$ cat src/rtl/packet_framer_pkg.sv
// packet_framer_pkg: shared FSM states, CRC constants and hex encoding for the packet framer
package packet_framer_pkg;

    typedef enum logic [2:0] {IDLE, SYNC, DATA, CRC, TERM} state_e;

    localparam logic [15:0] CRC_POLY = 16'h1021;
    localparam logic [15:0] CRC_INIT = 16'hFFFF;

    // Uppercase ASCII hex digit for one nibble
    function automatic logic [7:0] hex_char(input logic [3:0] n);
        return (n < 4'd10) ? 8'h30 + {4'h0, n} : 8'h37 + {4'h0, n};
    endfunction

endpackage

$ cat src/rtl/crc16_ccitt_byte.sv
// crc16_ccitt_byte: one-byte CRC-16/CCITT-FALSE step, MSB first, no reflection
//   crc_in    running CRC before the byte
//   data_byte payload byte
//   crc_out   CRC after the byte
module crc16_ccitt_byte
    import packet_framer_pkg::*;
(
    input  logic [15:0] crc_in,
    input  logic [7:0]  data_byte,
    output logic [15:0] crc_out
);

    always_comb begin
        crc_out = crc_in ^ {data_byte, 8'h00};
        for (int i = 0; i < 8; i++)
            crc_out = crc_out[15] ? {crc_out[14:0], 1'b0} ^ CRC_POLY : {crc_out[14:0], 1'b0};
    end

endmodule

$ cat src/rtl/packet_framer.sv
// packet_framer: double-buffered telemetry snapshot sent as a CRC-16 protected byte stream
//   sysclk/reset             clock, synchronous active-high reset
//   load, packet_in          capture request and packet (MSB sent first)
//   byte_out/valid/ready     byte stream toward the transmitter
//   busy                     frame in flight or shadow buffer occupied
//   frame_done, dropped      one-cycle pulses: frame finished / load rejected
//   drop_count               saturating count of rejected loads
module packet_framer
    import packet_framer_pkg::*;
#(
    parameter int         PACKET_SIZE = 72,
    parameter bit         BINARY      = 1'b0,
    parameter logic [7:0] SYNC_BYTE   = 8'hA5,
    parameter logic [7:0] TERM_BYTE   = 8'h0D
) (
    input  logic                   sysclk,
    input  logic                   reset,
    input  logic                   load,
    input  logic [PACKET_SIZE-1:0] packet_in,
    output logic [7:0]             byte_out,
    output logic                   byte_valid,
    input  logic                   byte_ready,
    output logic                   busy,
    output logic                   frame_done,
    output logic                   dropped,
    output logic [7:0]             drop_count
);

    localparam int CW = $clog2(PACKET_SIZE / 4 + 1);
    localparam logic [CW-1:0] DATA_LAST = CW'(BINARY ? PACKET_SIZE / 8 - 1 : PACKET_SIZE / 4 - 1);
    localparam logic [CW-1:0] CRC_LAST  = CW'(BINARY ? 1 : 3);

    state_e                 state_q, state_d;
    logic [PACKET_SIZE-1:0] active_q, active_d, shadow_q, shadow_d;
    logic                   full_q, full_d, valid_q, valid_d, done_q, done_d, drop_q, drop_d;
    logic [15:0]            crc_q, crc_d, crc_next;
    logic [CW-1:0]          cnt_q, cnt_d;
    logic [7:0]             byte_q, byte_d, drop_cnt_q, drop_cnt_d;
    logic                   xfer, promote, accept;
    logic [3:0]             nib_data, nib_crc;

    crc16_ccitt_byte u_crc (
        .crc_in   (crc_q),
        .data_byte(active_q[PACKET_SIZE-1 -: 8]),
        .crc_out  (crc_next)
    );

    always_comb begin
        xfer       = valid_q & byte_ready;
        promote    = state_q == IDLE && full_q;
        accept     = load && (!full_q || promote);
        state_d    = state_q;
        cnt_d      = cnt_q;
        active_d   = active_q;
        crc_d      = crc_q;
        shadow_d   = accept ? packet_in : shadow_q;
        full_d     = accept || (full_q && !promote);
        drop_d     = load && !accept;
        drop_cnt_d = drop_cnt_q + 8'(drop_d && drop_cnt_q != 8'hFF);
        done_d     = 1'b0;
        if (promote) begin
            state_d  = BINARY ? SYNC : DATA;
            cnt_d    = '0;
            active_d = shadow_q;
            crc_d    = CRC_INIT;
        end else if (xfer) begin
            case (state_q)
                SYNC: state_d = DATA;
                DATA: begin
                    // ASCII consumes a payload byte only once its low-nibble char is taken
                    if (BINARY || cnt_q[0]) begin
                        crc_d    = crc_next;
                        active_d = active_q << 8;
                    end
                    cnt_d   = cnt_q == DATA_LAST ? '0 : cnt_q + CW'(1);
                    state_d = cnt_q == DATA_LAST ? CRC : DATA;
                end
                CRC: begin
                    cnt_d   = cnt_q == CRC_LAST ? '0 : cnt_q + CW'(1);
                    state_d = cnt_q != CRC_LAST ? CRC : BINARY ? IDLE : TERM;
                end
                TERM:    state_d = IDLE;
                default: state_d = IDLE;
            endcase
            done_d = state_d == IDLE;
        end
        // Output byte is registered from the next state, so a new byte follows each transfer directly
        valid_d  = state_d != IDLE && !promote;
        nib_data = cnt_d[0] ? active_d[PACKET_SIZE-5 -: 4] : active_d[PACKET_SIZE-1 -: 4];
        nib_crc  = 4'(crc_d >> {2'd3 - cnt_d[1:0], 2'b00});
        byte_d   = state_d == SYNC ? SYNC_BYTE :
                   state_d == TERM ? TERM_BYTE :
                   state_d == DATA ? (BINARY ? active_d[PACKET_SIZE-1 -: 8] : hex_char(nib_data)) :
                   state_d == CRC  ? (BINARY ? (cnt_d[0] ? crc_d[7:0] : crc_d[15:8]) : hex_char(nib_crc)) :
                   byte_q;
    end

    always_ff @(posedge sysclk) begin
        if (reset) begin
            state_q    <= IDLE;
            cnt_q      <= '0;
            active_q   <= '0;
            shadow_q   <= '0;
            full_q     <= 1'b0;
            crc_q      <= CRC_INIT;
            byte_q     <= 8'h00;
            valid_q    <= 1'b0;
            done_q     <= 1'b0;
            drop_q     <= 1'b0;
            drop_cnt_q <= 8'h00;
        end else begin
            state_q    <= state_d;
            cnt_q      <= cnt_d;
            active_q   <= active_d;
            shadow_q   <= shadow_d;
            full_q     <= full_d;
            crc_q      <= crc_d;
            byte_q     <= byte_d;
            valid_q    <= valid_d;
            done_q     <= done_d;
            drop_q     <= drop_d;
            drop_cnt_q <= drop_cnt_d;
        end
    end

    assign byte_out   = byte_q;
    assign byte_valid = valid_q;
    assign busy       = state_q != IDLE || full_q;
    assign frame_done = done_q;
    assign dropped    = drop_q;
    assign drop_count = drop_cnt_q;

endmodule
$ cat config.mk
export PLATFORM = sky130hd
export DESIGN_NAME = packet_framer
export DESIGN_NICKNAME = d
export VERILOG_FILES = /design/src/rtl/packet_framer_pkg.sv /design/src/rtl/crc16_ccitt_byte.sv /design/src/rtl/packet_framer.sv
export SDC_FILE = /design/constraint.sdc
export NUM_CORES = 1
export LEC_CHECK = 0
export BUFFER_PORTS_ARGS = -buffer_cell sky130_fd_sc_hd__buf_4
export CORE_MARGIN = 4
export CORE_UTILIZATION = 60
export CTS_BUF_LIST = sky130_fd_sc_hd__clkbuf_8 sky130_fd_sc_hd__clkbuf_16
export CTS_CLUSTER_SIZE = 25
export DETAILED_ROUTE_END_ITERATION = 12
export PLACE_DENSITY_LB_ADDON = 0.12
export SYNTH_ARGS = -nofsm -noshare
export SYNTH_HDL_FRONTEND = slang
export SYNTH_SLANG_ARGS = --single-unit
$ cat constraint.sdc
create_clock -name sysclk -period 8.1 [get_ports sysclk]
set_input_delay 1.62 -clock sysclk [delete_from_list [all_inputs] [get_ports sysclk]]
set_output_delay 1.62 -clock sysclk [all_outputs]
set_load 0.02 [all_outputs]
==> flow_summary.yaml, run 1 <==
global_routing:
  track_usage_pct: 25.1
  grt_pass1_vias: 6237
  antenna_found_initial: 0
  gr-total-overflow: 0
  grt_max_degree: 95
  grt_pass1_wl_mm: 30.4
clock_tree:
  clock_path_buffers: 2
  post_cts.repair.setup_buffers: 0
  cts_buffers: 17
  clock_sinks: 188
  clk_pin_slew_worst_paths_ns: 0.06
  cts_tree: "built"
  root_buffer: "clkbuf_16"
  clkLatencyLatePin_ns: 0.43
  post_cts_resized: 0
  htreeDepth: 4
  hold_buffers: 0
hold_path:
  hold_path.class: "reg2reg"
  holdPathStages: 2
  worstHoldEndpoint: "shadow_q[71]"
  hold_start: "shadow_q[71]"
critical_path:
  critical_path_class: "in2reg"
  timing.rr.end: "byte_out[4]"
  r2r_start: "state_q[1]"
  start_kind: "input port"
  arrival_ns: 4.53
  cp_top_family: "simple AND/OR/NAND/NOR gates"
  end_kind: "register"
  crit_required_ns: 8.42
  ff2ff_path_depth: 10
  cpPeakStageDelay_ns: 0.60
  worst-path-buf-inv: 1
  cpMaxStageDelayCell: "nand2_1"
  crit_fanout: 24
  reg2reg_slack_ns: 4.51
  path_cells: "buf_4, and4b_1, nand2_1, o21a_1, nor3b_1, a211oi_4, and2_1, ha_1, nor2_1, o211ai_1, and3_1"
power_and_ir_drop:
  powerDensity_nw_per_um2: 208
  p_clk_share_pct: 40.7
  p_leak_nw: 3.54
  combPwrFrac_pct: 8.3
  switchingPower_mw: 0.473
  power_switching_share_pct: 24.5
  intPower_mw: 1.46
  peakVddDrop_v: 0.000163
  seqPwrFrac_pct: 50.9
timing:
  finalMaxSlewViolations: 0
  tns_ns: 0
  setup_viol: 0
  grt_setup_unrepaired: "no"
  fmax_mhz: 237
  relSlewSlack_pct: 24.5
  hold_viol: 0
  min_period_ns: 4.21
  fin_skew_ns: 0.00700
  worstMarginPinSlew_ns: 1.13
  period_share_pct: 52.0
drt:
  detail_route.wl_per_cell_microns: 15.8
  routed_via_density: 5.77
  drt-total-wl_mm: 18.7
  first_pass_iters: 5
  drc: 0
  vias: 6827
  dr.first_iter.drc_count: 694
  ant_nets: 0
synth:
  synth_cells: 948
  synth_cell_types: 71
  synth_edf_count: 0
  synthArstFlopShare_pct: 0
  synth_nets: 1030
  yosys_warnings: 0
  seq_area_frac_synth_pct: 47.0
  synth-main-ff-cell: "dfxtp_1"
  syn_area_per_cell_sq_um: 8.45
  ys_seq_elements: 188
  netlist_area_sq_um: 8010
job:
  drv_cap: 0
placement:
  placed_area_sq_um: 8720
  dp.cells: 1152
  hpwl_mm: 12.3
  port_buffers: 95
  place_congestion: 0.911
floorplanning:
  io_pins: 96
  die_h_microns: 124
  dieArea_sq_um: 15300
  core_sq_um: 12800
  die_x_microns: 124
  core.rowCount: 41
  start_util_pct: 62.5
cells_and_area:
  final_common_cell: "nand2_1"
  fin_area_sq_um: 9280
  layout.nets: 1081
  n_antenna_cell: 0
  layout_common_cells: "nand2_1 (245), dfxtp_1 (188), a21oi_1 (135)"
  syn_to_final_growth_pct: 15.8
  stdcell_count: 1184
  drive_above_1_share_pct: 14.9
outcome:
  status: "finished clean"
-- cell families after synthesis --
| logic type | synth area share, % |
|---|---|
| XOR/XNOR | 5.12 |
| flip-flops | 47.0 |
| buffers and inverters | 3.70 |
| multiplexers | 2.22 |
| AO/OA/AOI/OAI | 21.6 |
| adder cells (fa/ha/maj) | 1.06 |
| AND/OR/NAND/NOR | 19.3 |
-- registers in the layout, summed over array words and instances (netlist names) --
| name | cells |
|---|---|
| active_q | 72 |
| byte_out | 8 |
| byte_valid | 1 |
| cnt_q | 5 |
| crc_q | 16 |
| drop_count | 8 |
| dropped | 1 |
| frame_done | 1 |
| full_q | 1 |
| shadow_q | 72 |
| state_q | 3 |
-- layer usage --
layer | track usage, % | wire length [microns] | vias to the layer above | share of wire, %
li1 | - | - | 3399 | -
met1 | 36.3 | 8770 | 3175 | 47
met2 | 37.7 | 8450 | 221 | 45
met3 | 5.04 | 1100 | 32 | 5.9
met4 | 8.03 | 376 | 0 | 2.0
met5 | 0 | 0 | - | 0
-- per-stage QoR --
step           utilization, %  worst slack, ns  hold WS, ns  total power [mW]
2_1_floorplan               -             4.27        0.432              1.10
5_1_grt                  72.4             3.70        0.477              2.00
3_5_place_dp             68.0             3.49        0.447              1.16
4_1_cts                  72.4             3.92        0.456              1.94
6_report                 72.4             3.89        0.454              1.93
3_3_place_gp             68.0             3.58        0.438              1.16
-- worst register-to-register path, cell delays in order, from the launching register on --
cell and delay (ns):
dfxtp_1 0.60, and4b_1 0.62, nand2_1 0.60, o21a_1 0.37
nor3b_1 0.35, a211oi_4 0.09, and2_1 0.18, ha_1 0.22
nor2_1 0.12, o211ai_1 0.13, and3_1 0.20
-- power groups by stage --
stage / clock (mW) / combinational (mW) / sequential, mW
2_1_floorplan: 0 / 0.103 / 0.998
3_3_place_gp: 0 / 0.159 / 1.00
3_5_place_dp: 0 / 0.161 / 1.00
4_1_cts: 0.794 / 0.162 / 0.983
5_1_grt: 0.828 / 0.181 / 0.986
6_report: 0.786 / 0.161 / 0.984
-- worst max-delay path by stage --
stage / cells after the start / endpoint / slack, ns / startpoint
floorplan: 9 / byte_out[2] / 4.27 / byte_ready
detailed placement: 11 / byte_out[4] / 3.49 / byte_ready
global placement: 10 / byte_out[2] / 3.58 / byte_ready
CTS: 11 / byte_out[4] / 3.92 / byte_ready
global route: 12 / byte_out[4] / 3.70 / byte_ready
finish: 11 / byte_out[4] / 3.89 / byte_ready
-- layout make-up --
cell class              count  area [sq um]
flip-flops and latches    188          3760
inverters                   5          18.8
multi-input cells         686          3970
repair buffers            101           758
clock inverters            14           119
fillers                  1036          3550
clock buffers              18           439
well taps                 172           215
-- synthesized netlist by cell type, drive strengths merged (3+ instances only) --
master	count	share of area (%)
a211o	3	0.33
a211oi	5	0.62
a21o	4	0.37
a21oi	136	8.6
a221o	5	0.62
a22oi	58	5.4
a311oi	10	1.1
a31oi	3	0.23
and2	9	0.70
and3	6	0.47
buf	13	0.84
clkbuf	56	2.6
dfxtp	188	47
ha	6	0.94
inv	5	0.23
mux2	3	0.47
mux2i	14	1.7
nand2	246	12
nand3	8	0.56
nand3b	4	0.53
nand4	4	0.31
nor2	53	2.5
nor2b	6	0.47
nor3	10	0.69
o211ai	7	0.66
o21ai	14	0.92
xnor2	18	2.2
xnor3	3	0.84
xor2	14	1.5
(Power assumes the default switching activity.)
==> run 2, diff against run 1 <==
CORE_UTILIZATION = 52   (was 60)
clock period = 3.7 ns   (was 8.1 ns; I/O delays follow)
==> flow_summary.yaml, run 2 (synthesis results as in run 1) <==
outcome:
  status: "finished clean"
placement:
  hpwl_mm: 13.0
  placed_area_sq_um: 8860
  preCtsSetupSlack_ns: 0.411
  place_congestion: 0.876
  port_buffers: 95
power_and_ir_drop:
  power_switching_share_pct: 24.0
  peakVddDrop_v: 0.000357
  intPower_mw: 3.32
  p_clk_share_pct: 42.5
  combPwrFrac_pct: 8.4
  p_leak_nw: 3.63
  powerDensity_nw_per_um2: 462
  seqPwrFrac_pct: 49.1
  switchingPower_mw: 1.05
  totalPowerFinal_mw: 4.37
critical_path:
  arrival_ns: 3.43
  crit_fanout: 12
  path_cells: "and4b_1, mux2_4, nor3_1, mux2_2, a21oi_1, nor2_1, ha_1, a211o_1, and3_1"
  cp_top_family: "simple AND/OR/NAND/NOR gates"
  worst-path-buf-inv: 0
  cpPeakStageDelay_ns: 0.59
  crit_required_ns: 4.02
  cpMaxStageDelayCell: "dfxtp_1"
  end_kind: "register"
  start_kind: "register"
  critical_path_class: "reg2reg"
clock_tree:
  htreeDepth: 4
  clock_path_buffers: 2
  clkLatencyLatePin_ns: 0.42
  post_cts_resized: 0
  post_cts.repair.setup_buffers: 0
  cts_buffers: 17
  root_buffer: "clkbuf_16"
  hold_buffers: 0
  clock_sinks: 188
  cts_tree: "built"
  clk_pin_slew_worst_paths_ns: 0.07
drt:
  detail_route.wl_per_cell_microns: 15.9
  drc: 0
  vias: 6702
  first_pass_iters: 5
  dr.first_iter.drc_count: 412
  routed_via_density: 5.53
  drt-total-wl_mm: 19.3
  ant_nets: 0
hold_path:
  hold_path.class: "reg2reg"
timing:
  grt_setup_unrepaired: "no"
  period_share_pct: 84.0
  setup_viol: 0
  finalMaxSlewViolations: 0
  hold_viol: 0
  min_period_ns: 3.11
  relSlewSlack_pct: 37.3
  fmax_mhz: 322
  tns_ns: 0
  fin_skew_ns: 0.00653
  finalWorstSetupSlack_ns: 0.591
  worstMarginPinSlew_ns: 0.937
floorplanning:
  start_util_pct: 52.9
  die_h_microns: 132
  io_pins: 96
  core_sq_um: 15100
  dieArea_sq_um: 17500
  die_x_microns: 132
  core.rowCount: 45
cells_and_area:
  reg_top3: "active_q (72), shadow_q (72), crc_q (16)"
  fin_area_sq_um: 9460
  layout.nets: 1094
  fillerInstances: 1335
  layout_common_cells: "nand2_1 (245), dfxtp_1 (188), a21oi_1 (135)"
  final_common_cell: "nand2_1"
  drive_above_1_share_pct: 15.9
  n_antenna_cell: 0
  syn_to_final_growth_pct: 18.0
global_routing:
  grt_pass1_wl_mm: 31.8
  track_usage_pct: 22.1
  grt_pass1_vias: 6401
  gr-total-overflow: 0
  grt_max_degree: 60
  antenna_found_initial: 0
job:
  drv_cap: 0
## run 2: cell count changes in the layout (fill, tap and decap cells not counted), sizes merged
cell and change:
bufinv +2, clkinvlp -2, clkinv -1, clkbuf -1
inv +1, buf +13
## run 2: final timing paths
kind         cells past startpoint            to  slack [ns]          from
max                              9   byte_out[2]        0.59    state_q[1]
min                              2  active_q[56]        0.45  active_q[56]
max reg2reg                      9   byte_out[2]        0.59    state_q[1]
min reg2reg                      2  active_q[56]        0.45  active_q[56]
## run 2: tightest hold or removal path, stage by stage (launching register included)
cell     delay (ns)
dfxtp_1        0.31
nand2_1        0.05
a21oi_1        0.05
## run 2: power by group through the flow
stage / Clock, mW / Combinational, mW / Sequential [mW]
6_report: 1.86 / 0.368 / 2.15
5_1_grt: 1.97 / 0.412 / 2.16
4_1_cts: 1.89 / 0.371 / 2.15
3_5_place_dp: 0 / 0.369 / 2.19
3_3_place_gp: 0 / 0.366 / 2.19
2_1_floorplan: 0 / 0.225 / 2.18
## run 2: metrics by stage
step	cells	utilization [%]	hold slack, ns
2_1_floorplan	948	-	0.432
3_3_place_gp	1181	58.5	0.443
3_5_place_dp	1181	58.5	0.447
4_1_cts	1212	62.4	0.456
5_1_grt	1212	62.4	0.472
6_report	1212	62.4	0.454
## run 2: routing by layer
metal | track usage (%) | vias up | routed length (microns)
met1 | 30.1 | 3134 | 9200
met5 | 0 | - | 0
met2 | 35.9 | 134 | 9120
li1 | - | 3417 | -
met3 | 5.08 | 17 | 787
met4 | 5.31 | 0 | 193
## run 2: layout make-up
| type | instances | area, sq um | area share, % |
|---|---|---|---|
| clock buffer | 17 | 425 | 4.50 |
| clock inverter | 14 | 169 | 1.79 |
| inverter | 5 | 18.8 | 0.198 |
| multi-input combinational | 686 | 3970 | 41.9 |
| sequential | 188 | 3760 | 39.8 |
| tap | 188 | 235 | 2.49 |
| timing repair buffer | 114 | 881 | 9.31 |
==> run 3, diff against run 2 <==
CORE_UTILIZATION = 58   (was 52)
clock period = 2.9 ns   (was 3.7 ns; I/O delays follow)
==> flow_summary.yaml, run 3 (synthesis results as in run 1) <==
drt:
  routed_via_density: 5.61
  top_layer_used: "met4"
  drt-met1-wl_mm: 8.88
  drt-total-wl_mm: 19.5
  drc: 0
  ant_nets: 0
  first_pass_iters: 5
  detail_route.wl_per_cell_microns: 15.8
  vias: 6948
  wl_met3_microns: 823
  route.met2.wl_mm: 9.53
  dr.first_iter.drc_count: 591
global_routing:
  grt_pass1_vias: 6636
  gr-total-overflow: 0
  antenna_found_initial: 0
  grt_pass1_wl_mm: 32.2
  grt_max_degree: 88
  track_usage_pct: 24.7
timing:
  worstMarginPinSlew_ns: 1.08
  holdWs_ns: 0.391
  relSlewSlack_pct: 27.7
  grt_setup_unrepaired: "no"
  period_share_pct: 93.8
  min_period_ns: 2.72
  finalMaxSlewViolations: 0
  tns_ns: 0
  fin_skew_ns: 0.0101
  hold_viol: 0
  fmax_mhz: 367
  setup_viol: 0
cells_and_area:
  fin_util_pct: 73.0
  syn_to_final_growth_pct: 22.0
  stdcell_count: 1238
  final_common_cell: "nand2_1"
  layout_common_cells: "nand2_1 (245), dfxtp_1 (185), buf_4 (149)"
  n_antenna_cell: 0
  fin_area_sq_um: 9780
  reg_top3: "active_q (72), shadow_q (72), crc_q (16)"
  drive_above_1_share_pct: 19.6
  layout.nets: 1131
clock_tree:
  htreeDepth: 4
  cts_buffers: 17
  clock_path_buffers: 2
  clock_sinks: 188
  clkLatencyLatePin_ns: 0.43
  root_buffer: "clkbuf_16"
  clk_pin_slew_worst_paths_ns: 0.07
  hold_buffers: 0
  cts_tree: "built"
hold_path:
  hold_path.class: "in2reg"
  holdPathStages: 3
  hold_start: "packet_in[8]"
  worstHoldEndpoint: "shadow_q[8]"
power_and_ir_drop:
  intPower_mw: 4.34
  combPwrFrac_pct: 8.7
  p_leak_nw: 3.82
  switchingPower_mw: 1.34
  peakVddDrop_v: 0.000429
  seqPwrFrac_pct: 48.3
  p_clk_share_pct: 43.0
  power_switching_share_pct: 23.6
  powerDensity_nw_per_um2: 580
critical_path:
  timing.rr.end: "byte_out[2]"
  critical_path_class: "reg2reg"
  crit_required_ns: 3.22
  end_kind: "register"
  start_kind: "register"
  reg2reg_slack_ns: 0.18
  r2r_start: "active_q[71]"
  crit_fanout: 3
  ff2ff_path_depth: 10
  arrival_ns: 3.04
outcome:
  status: "finished clean"
floorplanning:
  die_h_microns: 126
  io_pins: 96
  start_util_pct: 59.8
  dieArea_sq_um: 15800
  core_sq_um: 13400
  core.rowCount: 42
  die_x_microns: 126
placement:
  place_congestion: 0.876
  hpwl_mm: 13.0
  dp.cells: 1203
  port_buffers: 95
  placed_area_sq_um: 9100
job:
  drv_cap: 0
[run 3: area by class of cell]
cell class / instances / area [sq um]
Clock buffer: 20 / 467
Clock inverter: 12 / 160
Fill cell: 1089 / 3620
Inverter: 5 / 18.8
Multi-Input combinational cell: 686 / 3990
Sequential cell: 188 / 3770
Tap cell: 176 / 220
Timing Repair Buffer: 151 / 1160
[run 3: how the worst max path moves through the flow]
stage	to	slack, ns	depth (start not counted)	start
final	byte_out[2]	0.18	10	active_q[71]
after CTS	byte_out[1]	0.08	10	state_q[0]
after global routing	byte_out[6]	0.01	13	cnt_q[0]
after global placement	byte_out[2]	0.04	11	byte_ready
after detailed placement	byte_out[6]	0.004	13	byte_ready
after floorplan	byte_out[2]	0.11	9	byte_ready
[run 3: per-layer routing]
metal	up-vias	global-route usage [%]
met5	-	0
met4	0	7.08
met1	3268	33.4
met2	166	40.7
met3	21	4.73
li1	3493	-
[run 3: power by group through the flow]
stage                     clock network (mW)  registers, mW  logic [mW]
after floorplan                            0           2.79       0.287
after global placement                     0           2.80       0.481
after detailed placement                   0           2.80       0.489
after CTS                               2.47           2.74       0.493
after global routing                    2.58           2.75       0.549
final                                   2.44           2.74       0.495
[run 3: critical path, cell delays in order, from the launching register on]
cell and delay (ns):
dfxtp_1 0.33, xnor2_1 0.49, xnor2_1 0.19, xnor2_1 0.25, mux2i_1 0.18, mux2_2 0.29
a21oi_1 0.18, nor2_1 0.06, ha_1 0.22, a211o_1 0.26, and3_1 0.17
[run 3: metrics by stage]
step,power [mW],worst slack [ns]
2_1_floorplan,3.07,0.112
5_1_grt,5.88,0.0121
6_report,5.68,0.178
3_5_place_dp,3.29,0.00374
3_3_place_gp,3.28,0.0414
4_1_cts,5.71,0.0841
[run 3: timing repair]
item | 4_1_cts | 5_1_grt
buffers inserted | 0 | 3
gates resized for setup | 0 | 9
setup endpoints to repair | 0 | 6
